$ cat src/rtl/vga_fb_scanout.sv
// Frame-buffer scan-out: 640x480@60 timing from a 320x240 RGB332 buffer read
// through port B of the VGA RAM, with a small prefetch FIFO and 2x2 pixel doubling.
module vga_fb_scanout #(
  parameter int unsigned H_ACTIVE       = 640,
  parameter int unsigned H_FP           = 16,
  parameter int unsigned H_SYNC         = 96,
  parameter int unsigned H_BP           = 48,
  parameter int unsigned V_ACTIVE       = 480,
  parameter int unsigned V_FP           = 10,
  parameter int unsigned V_SYNC         = 2,
  parameter int unsigned V_BP           = 33,
  parameter int unsigned PIX_DIV        = 2,
  parameter int unsigned WORDS_PER_LINE = 40,
  parameter int unsigned FIFO_DEPTH     = 4
) (
  input  logic        clk,
  input  logic        rst_n,
  input  logic        en,
  input  logic [14:0] fb_base,
  output logic        rd_req,
  input  logic        rd_gnt,
  output logic [14:0] rd_addr,
  input  logic [63:0] rd_data,
  output logic        hsync,
  output logic        vsync,
  output logic        de,
  output logic [7:0]  rgb,
  output logic        frame_start,
  output logic        underflow
);
  localparam int unsigned H_TOTAL = H_ACTIVE + H_FP + H_SYNC + H_BP;
  localparam int unsigned V_TOTAL = V_ACTIVE + V_FP + V_SYNC + V_BP;
  localparam int unsigned H_SS    = H_ACTIVE + H_FP;
  localparam int unsigned V_SS    = V_ACTIVE + V_FP;
  localparam int unsigned PW      = $clog2(FIFO_DEPTH);
  localparam int unsigned CW      = PW + 1;
  localparam int unsigned DW      = (PIX_DIV > 1) ? $clog2(PIX_DIV) : 1;
  localparam int unsigned WW      = $clog2(WORDS_PER_LINE + 1);

  typedef enum logic [1:0] {IDLE, FETCH, DONE} fetch_e;

  fetch_e          state_q;
  logic [DW-1:0]   div_q;
  logic [9:0]      h_q, v_q;
  logic [14:0]     base_q, addr_q;
  logic [WW-1:0]   w_q;
  logic            infl_q;
  logic [PW-1:0]   wr_ptr_q, rd_ptr_q;
  logic [CW-1:0]   cnt_q, cnt_d;
  logic [63:0]     fifo_q [FIFO_DEPTH];
  logic            hsync_q, vsync_q, de_q, fs_q, unf_q;
  logic [7:0]      rgb_q;

  logic        tick, h_wrap, v_wrap, de_req, hs_act, vs_act;
  logic [9:0]  next_line;
  logic        next_vis, start, flush, grant, push, pop, empty, room;
  logic [14:0] row, line_addr;
  logic [63:0] head;
  logic [5:0]  boff;
  logic [7:0]  pix;

  assign tick   = en && (div_q == DW'(PIX_DIV - 1));
  assign h_wrap = (h_q == 10'(H_TOTAL - 1));
  assign v_wrap = (v_q == 10'(V_TOTAL - 1));
  assign de_req = (h_q < 10'(H_ACTIVE)) && (v_q < 10'(V_ACTIVE));
  assign hs_act = (h_q >= 10'(H_SS)) && (h_q < 10'(H_SS + H_SYNC));
  assign vs_act = (v_q >= 10'(V_SS)) && (v_q < 10'(V_SS + V_SYNC));

  // Fetch during hblank of line v is for the line displayed next.
  assign next_line = v_wrap ? '0 : v_q + 10'd1;
  assign next_vis  = (next_line < 10'(V_ACTIVE));
  assign row       = 15'(next_line >> 1);
  assign line_addr = base_q + row * 15'(WORDS_PER_LINE);

  assign start = tick && (h_q == 10'(H_ACTIVE));
  assign flush = start && (state_q != FETCH);
  assign empty = (cnt_q == '0);
  assign room  = ({1'b0, cnt_q} + (CW+1)'(infl_q)) < (CW+1)'(FIFO_DEPTH);
  assign grant = rd_req && rd_gnt;
  assign push  = infl_q && !flush;
  assign pop   = tick && de_req && (h_q[3:0] == 4'hF) && !empty;

  assign head = fifo_q[rd_ptr_q];
  assign boff = {h_q[3:1], 3'b000};
  assign pix  = head[boff +: 8];

  assign rd_req      = en && (state_q == FETCH) && room;
  assign rd_addr     = addr_q;
  assign hsync       = hsync_q;
  assign vsync       = vsync_q;
  assign de          = de_q;
  assign rgb         = rgb_q;
  assign frame_start = fs_q;
  assign underflow   = unf_q;

  always_comb begin
    cnt_d = cnt_q;
    if (push && !pop)      cnt_d = cnt_q + CW'(1);
    else if (pop && !push) cnt_d = cnt_q - CW'(1);
  end

  always_ff @(posedge clk or negedge rst_n) begin
    if (!rst_n) begin
      div_q <= '0;
      h_q   <= '0;
      v_q   <= '0;
    end else if (!en) begin
      div_q <= '0;
      h_q   <= '0;
      v_q   <= '0;
    end else begin
      div_q <= tick ? '0 : div_q + DW'(1);
      if (tick) begin
        if (h_wrap) begin
          h_q <= '0;
          v_q <= v_wrap ? '0 : v_q + 10'd1;
        end else begin
          h_q <= h_q + 10'd1;
        end
      end
    end
  end

  always_ff @(posedge clk or negedge rst_n) begin
    if (!rst_n)                        base_q <= '0;
    else if (h_q == '0 && v_q == '0)   base_q <= fb_base;
  end

  // A fetch still stalled at the next hblank keeps running rather than restarting.
  always_ff @(posedge clk or negedge rst_n) begin
    if (!rst_n) begin
      state_q <= IDLE;  w_q <= '0;  addr_q <= '0;  infl_q <= 1'b0;
      wr_ptr_q <= '0;   rd_ptr_q <= '0;  cnt_q <= '0;
    end else if (!en) begin
      state_q <= IDLE;  w_q <= '0;  addr_q <= '0;  infl_q <= 1'b0;
      wr_ptr_q <= '0;   rd_ptr_q <= '0;  cnt_q <= '0;
    end else begin
      infl_q <= grant;
      if (flush) begin
        state_q  <= next_vis ? FETCH : IDLE;
        addr_q   <= next_vis ? line_addr : '0;
        w_q      <= '0;
        wr_ptr_q <= '0;
        rd_ptr_q <= '0;
        cnt_q    <= '0;
      end else begin
        if (push) wr_ptr_q <= wr_ptr_q + PW'(1);
        if (pop)  rd_ptr_q <= rd_ptr_q + PW'(1);
        cnt_q <= cnt_d;
        if (grant) begin
          if (w_q == WW'(WORDS_PER_LINE - 1)) begin
            state_q <= DONE;
            w_q     <= '0;
            addr_q  <= '0;
          end else begin
            w_q     <= w_q + WW'(1);
            addr_q  <= addr_q + 15'd1;
          end
        end
      end
    end
  end

  always_ff @(posedge clk) begin
    if (push) fifo_q[wr_ptr_q] <= rd_data;
  end

  always_ff @(posedge clk or negedge rst_n) begin
    if (!rst_n) begin
      hsync_q <= 1'b1;  vsync_q <= 1'b1;  de_q <= 1'b0;
      rgb_q   <= '0;    fs_q    <= 1'b0;  unf_q <= 1'b0;
    end else if (!en) begin
      hsync_q <= 1'b1;  vsync_q <= 1'b1;  de_q <= 1'b0;
      rgb_q   <= '0;    fs_q    <= 1'b0;  unf_q <= 1'b0;
    end else begin
      hsync_q <= !hs_act;
      vsync_q <= !vs_act;
      de_q    <= de_req;
      rgb_q   <= (de_req && !empty) ? pix : '0;
      fs_q    <= (h_q == '0) && (v_q == '0) && (div_q == '0);
      if (de_req && empty) unf_q <= 1'b1;
    end
  end
endmodule
$ cat config.mk
export PLATFORM = sky130hd
export DESIGN_NAME = vga_fb_scanout
export DESIGN_NICKNAME = d
export VERILOG_FILES = /design/src/rtl/vga_fb_scanout.sv
export SDC_FILE = /design/constraint.sdc
export NUM_CORES = 1
export LEC_CHECK = 0
export CORE_ASPECT_RATIO = 0.7
export CORE_MARGIN = 5
export CORE_UTILIZATION = 40
export CTS_CLUSTER_DIAMETER = 80
export DETAILED_ROUTE_END_ITERATION = 12
export SLEW_MARGIN = 30
export SYNTH_ARGS = -nofsm -noshare
export SYNTH_HDL_FRONTEND = slang
export SYNTH_SLANG_ARGS = --single-unit
$ cat constraint.sdc
create_clock -name clk -period 4.9 [get_ports clk]
set_clock_uncertainty 0.1 [all_clocks]
set_input_delay 1.47 -clock clk [delete_from_list [all_inputs] [get_ports clk]]
set_output_delay 1.47 -clock clk [all_outputs]
set_load 0.02 [all_outputs]
==> results.json, run 1 <==
{
  "core_area_sq_um": 36000,
  "max_freq_mhz": 219,
  "dpl_cell_area_sq_um": 16400,
  "fp.dieW_um": 239,
  "synth_area_sq_um": 14600,
  "hold_end": "rd_addr[1]",
  "drt-initial-drc-count": 606,
  "synth_most_common_cell": "edfxtp_1",
  "start_kind": "register",
  "holdCritStartpoint": "base_q[1]",
  "start_util_pct": 40.6,
  "drt-total-wl_mm": 32.0,
  "dp.cells": 1457,
  "place.gp.congestion": 0.819,
  "endpoint_kind": "register",
  "ios": 112,
  "drv_slew": 0,
  "crit_slowest_cell": "dfrtp_1",
  "htreeDepth": 2,
  "worstReg2RegEnd": "rd_addr[14]",
  "drc": 0,
  "leakage_nw": 6.10,
  "rows": 58,
  "cpPeakStageDelay_ns": 0.42,
  "synth.top_cells.by_count": "edfxtp_1 (256), mux4_2 (80), dfrtp_1 (78)",
  "p_seq_share_pct": 53.0,
  "clkPwrFrac_pct": 42.4,
  "arrival_ns": 4.88,
  "routed_via_density": 5.34,
  "async_flop_share_pct": 23.8,
  "stdcell_area_sq_um": 17500,
  "yosysSeqAreaShare_pct": 66.3,
  "grt_max_degree": 68,
  "cts_root_buffer": "clkbuf_16",
  "clk_path_buf_depth": 3,
  "setup_viol": 0,
  "rrSetupSlack_ns": 0.34,
  "antenna_found_initial": 2,
  "hold_class": "reg -> reg",
  "fp.dieArea_sq_um": 40500,
  "power.density_nw_per_um2": 337,
  "grt_pass1_vias": 8371,
  "critical_path.max_fanout": 8,
  "worstMarginPinSlew_ns": 0.769,
  "grt_pass1_wl_mm": 50.6,
  "clk_pin_slew_ns": 0.06,
  "place_hpwl_mm": 20.6,
  "p_int_w": 0.00464,
  "required_ns": 5.22,
  "die_height_um": 170,
  "numCtsBuffers": 36,
  "wl_per_cell_um": 21.1,
  "drive_above_1_share_pct": 17.5,
  "cts_tree": "built",
  "synth_edf_count": 256,
  "path_cells": "inv_1 > ha_1 > nor2b_1 > and3_1 > and2_1 > a21oi_1 > ha_1 > ha_1 > fa_1 > a21o_1 > a21oi_1 > o21bai_1 > a21oi_1 > xnor2_1 > ha_1 > a21o_1 > a221o_1 > xnor2_1 > o21ai_0",
  "track_usage_pct": 16.1,
  "ir_worst_vdd_uv": 238,
  "synth_area_leader_cell": "edfxtp_1",
  "slew_headroom_pct": 48.7,
  "worstReg2RegStart": "v_q[1]",
  "detail-route-antenna-nets": 0,
  "synth_top_area_share_pct": 52.6,
  "worstRegToRegCells": 19,
  "nNetsFinal": 1137,
  "vias": 8114,
  "antennaDiodeCount": 0,
  "tns_ns": 0,
  "ys_top_cells_by_area": "edfxtp_1 (53%), dfrtp_1 (13%), mux4_2 (12%)",
  "rsz0062_at_grt": "false",
  "max_cap_violations": 0,
  "clkSinkCount": 336,
  "path_common_cell": "ha_1",
  "synth_cells": 886,
  "io_buffer_count": 111,
  "crit_type": "reg -> reg",
  "hold_path_depth": 2,
  "avgSynthCellArea_sq_um": 16.5,
  "period_needed_ns": 4.56,
  "finalCritPeriodShare_pct": 93.1,
  "synth_cell_types": 63,
  "netSwitchingPower_w": 0.00124,
  "p_comb_share_pct": 4.6,
  "finalHoldViolations": 0,
  "status": "complete, no violations",
  "yosys_warnings": 0,
  "switching_share_pct": 21.1,
  "ys_ff_latch": 336,
  "overflow": 0,
  "drt_first_pass_iters": 4,
  "layout.cells.non_filler": 1520,
  "synth_flop_cell": "edfxtp_1",
  "synth_fp_nets": 1008,
  "clk_latency_ns": 0.52,
  "syn_to_final_growth_pct": 19.4
}
worst max-delay path by stage:
stage / start / to / slack [ns] / cells past startpoint
final: v_q[1] / rd_addr[14] / 0.34 / 19
after global routing: v_q[1] / rd_addr[14] / 0.02 / 19
after CTS: v_q[5] / rd_addr[14] / 0.29 / 15
after detailed placement: v_q[5] / rd_addr[14] / 0.28 / 15
after global placement: v_q[5] / rd_addr[14] / 0.45 / 15
after floorplan: v_q[5] / rd_addr[14] / 0.70 / 18
what timing repair did:
item / CTS / global route
hold buffers: 0 / 0
buffers inserted: 0 / 0
endpoints found under the setup margin: 0 / 3
gates resized for setup: 0 / 2
area by class of cell:
| type | instances | area [sq um] |
|---|---|---|
| inverters | 16 | 60.1 |
| flip-flops and latches | 336 | 9700 |
| clock buffers | 47 | 942 |
| clock inverters | 16 | 123 |
| multi-input cells | 494 | 4730 |
| well taps | 480 | 601 |
| repair buffers | 131 | 1310 |
| fillers | 3114 | 18500 |
stage by stage:
step / total power (W) / util [%] / setup WS, ns / hold slack (ns)
after floorplan: 0.00328 / - / 0.700 / 0.342
after global placement: 0.00344 / 45.4 / 0.447 / 0.363
after detailed placement: 0.00345 / 45.5 / 0.283 / 0.370
after CTS: 0.00598 / 48.5 / 0.288 / 0.384
after global routing: 0.00613 / 48.5 / 0.0184 / 0.394
final: 0.00589 / 48.5 / 0.339 / 0.376
flip-flops by register name, indices dropped and copies added (netlist names):
name	count
frame_start	1
w_q	6
cnt_q	3
h_q	10
underflow	1
wr_ptr_q	2
vsync	1
rgb	8
infl_q	1
div_q	1
rd_ptr_q	2
de	1
rd_addr	15
state_q	2
v_q	10
base_q	15
fifo_q	256
hsync	1
cell families after synthesis:
kind of cell | Yosys count | synth area share [%]
adder cells (fa/ha/maj) | 39 | 3.49
XOR/XNOR | 46 | 2.76
AND/OR/NAND/NOR | 195 | 6.90
AO/OA/AOI/OAI | 105 | 4.60
buffers and inverters | 56 | 1.52
flip-flops | 336 | 66.3
multiplexers | 109 | 14.5
power groups by stage:
| stage | clock [W] | combinational, W | sequential [W] |
|---|---|---|---|
| floorplan | 0 | 0.000108 | 0.00317 |
| global placement | 0 | 0.000266 | 0.00318 |
| detailed placement | 0 | 0.000271 | 0.00318 |
| CTS | 0.00259 | 0.000273 | 0.00312 |
| global route | 0.00271 | 0.000297 | 0.00312 |
| finish | 0.00250 | 0.000272 | 0.00312 |
layer usage:
layer  GRT usage (%)  vias to the layer above  wire [um]
met5               0                        -         25
li1                -                     3746          -
met2            23.5                      185      14000
met3            3.73                       38       1800
met4            3.27                        4        447
met1            24.8                     4141      15700
critical path, delay by kind of cell (launching register included):
family | cells | cell delay, ns
AO/OA/AOI/OAI | 8 | 1.65
adder cells (fa/ha/maj) | 5 | 1.44
AND/OR/NAND/NOR | 3 | 0.51
flip-flops | 1 | 0.42
XOR/XNOR | 2 | 0.29
buffers and inverters | 1 | 0.06
layout by cell type (no fill, tap or decap), types with 8 or more instances in the layout:
| master | instances |
|---|---|
| a21oi_1 | 23 |
| and2_1 | 13 |
| and3_1 | 11 |
| buf_4 | 15 |
| clkbuf_1 | 11 |
| clkbuf_16 | 36 |
| clkdlybuf4s50_1 | 110 |
| dfrtp_1 | 76 |
| edfxtp_1 | 256 |
| ha_1 | 36 |
| inv_1 | 15 |
| mux2_2 | 17 |
| mux2i_1 | 12 |
| mux4_2 | 80 |
| nand2_1 | 35 |
| nand2b_1 | 8 |
| nand3_1 | 16 |
| nand4_1 | 13 |
| nor2_1 | 49 |
| nor2b_1 | 10 |
| nor3_1 | 8 |
| o21ai_0 | 32 |
| xnor2_1 | 26 |
| xor2_1 | 20 |
Note: power is estimated with default switching activity, not from simulation.
==> inputs of run 2 (changes only) <==
--- a/config.mk
+++ b/config.mk
@@ -7,9 +7,10 @@
 export LEC_CHECK = 0
 export CORE_ASPECT_RATIO = 0.7
 export CORE_MARGIN = 5
-export CORE_UTILIZATION = 40
+export CORE_UTILIZATION = 58
 export CTS_CLUSTER_DIAMETER = 80
 export DETAILED_ROUTE_END_ITERATION = 12
+export PLACE_DENSITY = 0.79
 export SLEW_MARGIN = 30
 export SYNTH_ARGS = -nofsm -noshare
 export SYNTH_HDL_FRONTEND = slang
==> run 2 against run 1 <==
Maximum frequency increased by 0.51%. Non-clock buffer count unchanged. Flip-flop and latch count unchanged. First-iteration DRC count increased by 42%. Sequential share of layout area increased by 0.58 points. Sequential power about the same. Via count increased by 2.7%. Combinational power about the same. Core utilization increased by 21 points. Final cell count decreased by 10%. Critical path depth decreased by 4. Routed wire length decreased by 1.5%.
==> results.json, run 2 (synthesis gave the netlist of run 1 again) <==
{
  "status": "complete, no violations",
  "drt_first_pass_iters": 5,
  "met1Wirelength_mm": 14.0,
  "regMostFlops": "fifo_q",
  "max_cap_violations": 0,
  "power.density_nw_per_um2": 338,
  "clk_pin_slew_ns": 0.07,
  "leakage_nw": 6.08,
  "fp.dieW_um": 200,
  "slew_headroom_pct": 44.5,
  "drt-total-wl_mm": 31.5,
  "dp.cells": 1302,
  "grt_max_degree": 65,
  "arrival_ns": 4.87,
  "hold_class": "reg -> reg",
  "track_usage_pct": 22.4,
  "routed_via_density": 6.12,
  "clkSinkCount": 336,
  "critical_path.max_fanout": 10,
  "holdCritStartpoint": "base_q[0]",
  "tns_ns": 0,
  "hold_path_depth": 2,
  "fp.dieArea_sq_um": 28500,
  "period_needed_ns": 4.54,
  "grt_pass1_wl_mm": 49.0,
  "overflow": 0,
  "cts_repair_resize_count": 0,
  "drt-initial-drc-count": 859,
  "grt_pass1_vias": 8497,
  "cts_root_buffer": "clkbuf_16",
  "place_hpwl_mm": 20.0,
  "layout_commonest_cell": "edfxtp_1",
  "start_util_pct": 59.1,
  "ir_worst_vdd_uv": 330,
  "drive_above_1_share_pct": 17.5,
  "finalCritPeriodShare_pct": 92.6,
  "post_cts_buffers": 0,
  "hold_end": "rd_addr[0]",
  "die_height_um": 143,
  "place.gp.congestion": 0.910,
  "detail-route-antenna-nets": 0,
  "worstReg2RegEnd": "rd_addr[14]",
  "wl_per_cell_um": 23.2,
  "rrSetupSlack_ns": 0.36,
  "worstRegToRegCells": 15,
  "hold_ws_ns": 0.382,
  "final_cell_mix": "edfxtp_1 (256), clkdlybuf4s50_1 (110), mux4_2 (80)",
  "endpoint_kind": "register",
  "clk_latency_ns": 0.56,
  "setup_viol": 0,
  "antenna_found_initial": 3,
  "core_area_sq_um": 24700,
  "drv_slew": 0,
  "ctsHoldBuffers": 0,
  "crit_type": "reg -> reg",
  "io_buffer_count": 111,
  "largest_register_ffs": 256,
  "worstMarginPinSlew_ns": 0.832,
  "setup_slack_ns": 0.362,
  "pre_cts_ws_ns": 0.251,
  "drc": 0,
  "clk_path_buf_depth": 3,
  "worstReg2RegStart": "v_q[5]",
  "dr_wl_met3_mm": 2.49,
  "met2WireLength_mm": 14.6,
  "ios": 112,
  "rsz0062_at_grt": "false",
  "numCtsBuffers": 31,
  "htreeDepth": 1,
  "max_freq_mhz": 220,
  "finalHoldViolations": 0,
  "nNetsFinal": 1132,
  "required_ns": 5.23,
  "nFillCells": 1621,
  "total_power_w": 0.00584,
  "rows": 48,
  "syn_to_final_growth_pct": 18.2,
  "vias": 8333,
  "layout.cells.non_filler": 1361,
  "highest_layer": "met5",
  "start_kind": "register",
  "cts_tree": "built"
}
==> run 2: per-stage QoR <==
step | area [sq um] | util, %
after global placement | 16200 | 65.5
after floorplan | 14600 | -
final | 17300 | 69.8
after CTS | 17300 | 69.8
after global routing | 17300 | 69.8
after detailed placement | 16200 | 65.6
==> run 2: where the power goes <==
| group | total, W | switching, W | internal, W |
|---|---|---|---|
| Clock | 0.00246 | 0.00102 | 0.00143 |
| Combinational | 0.000272 | 0.000138 | 0.000134 |
| Sequential | 0.00312 | 0.0000236 | 0.00309 |
| Total | 0.00584 | 0.00119 | 0.00466 |
==> run 2: area by class of cell <==
class	count	area [sq um]	share of cell area, %
tap	325	407	2.35
inverter	16	60.1	0.348
timing repair buffer	131	1320	7.65
sequential	336	9700	56.1
multi-input combinational	494	4750	27.5
clock buffer	38	802	4.64
antenna	2	5.00	0.0290
clock inverter	19	238	1.38
==> run 2: how the worst max path moves through the flow <==
stage / startpoint / end / slack, ns / cells after the start
final: v_q[5] / rd_addr[14] / 0.36 / 15
after global routing: v_q[5] / rd_addr[14] / 0.03 / 17
after CTS: v_q[5] / rd_addr[14] / 0.27 / 15
after detailed placement: v_q[5] / rd_addr[14] / 0.25 / 15
after global placement: en / rd_req / 0.50 / 3
after floorplan: v_q[5] / rd_addr[14] / 0.70 / 18
==> run 2: critical path: stages (launching register included) <==
cell       delay, ns
dfrtp_1         0.48
nor4_2          0.41
and3_1          0.24
and2_1          0.18
nor2_1          0.08
ha_1            0.32
ha_1            0.30
a21o_1          0.16
a21oi_1         0.20
xnor2_1         0.16
ha_1            0.32
a2111oi_0       0.61
a21oi_1         0.21
a221o_1         0.37
xnor2_1         0.16
o21ai_0         0.10
==> run 2: per-layer routing <==
layer / vias up / GRT usage, %
met5: - / 0
met4: 6 / 3.89
met3: 51 / 4.76
met2: 305 / 33.2
met1: 4252 / 35.4
li1: 3719 / -
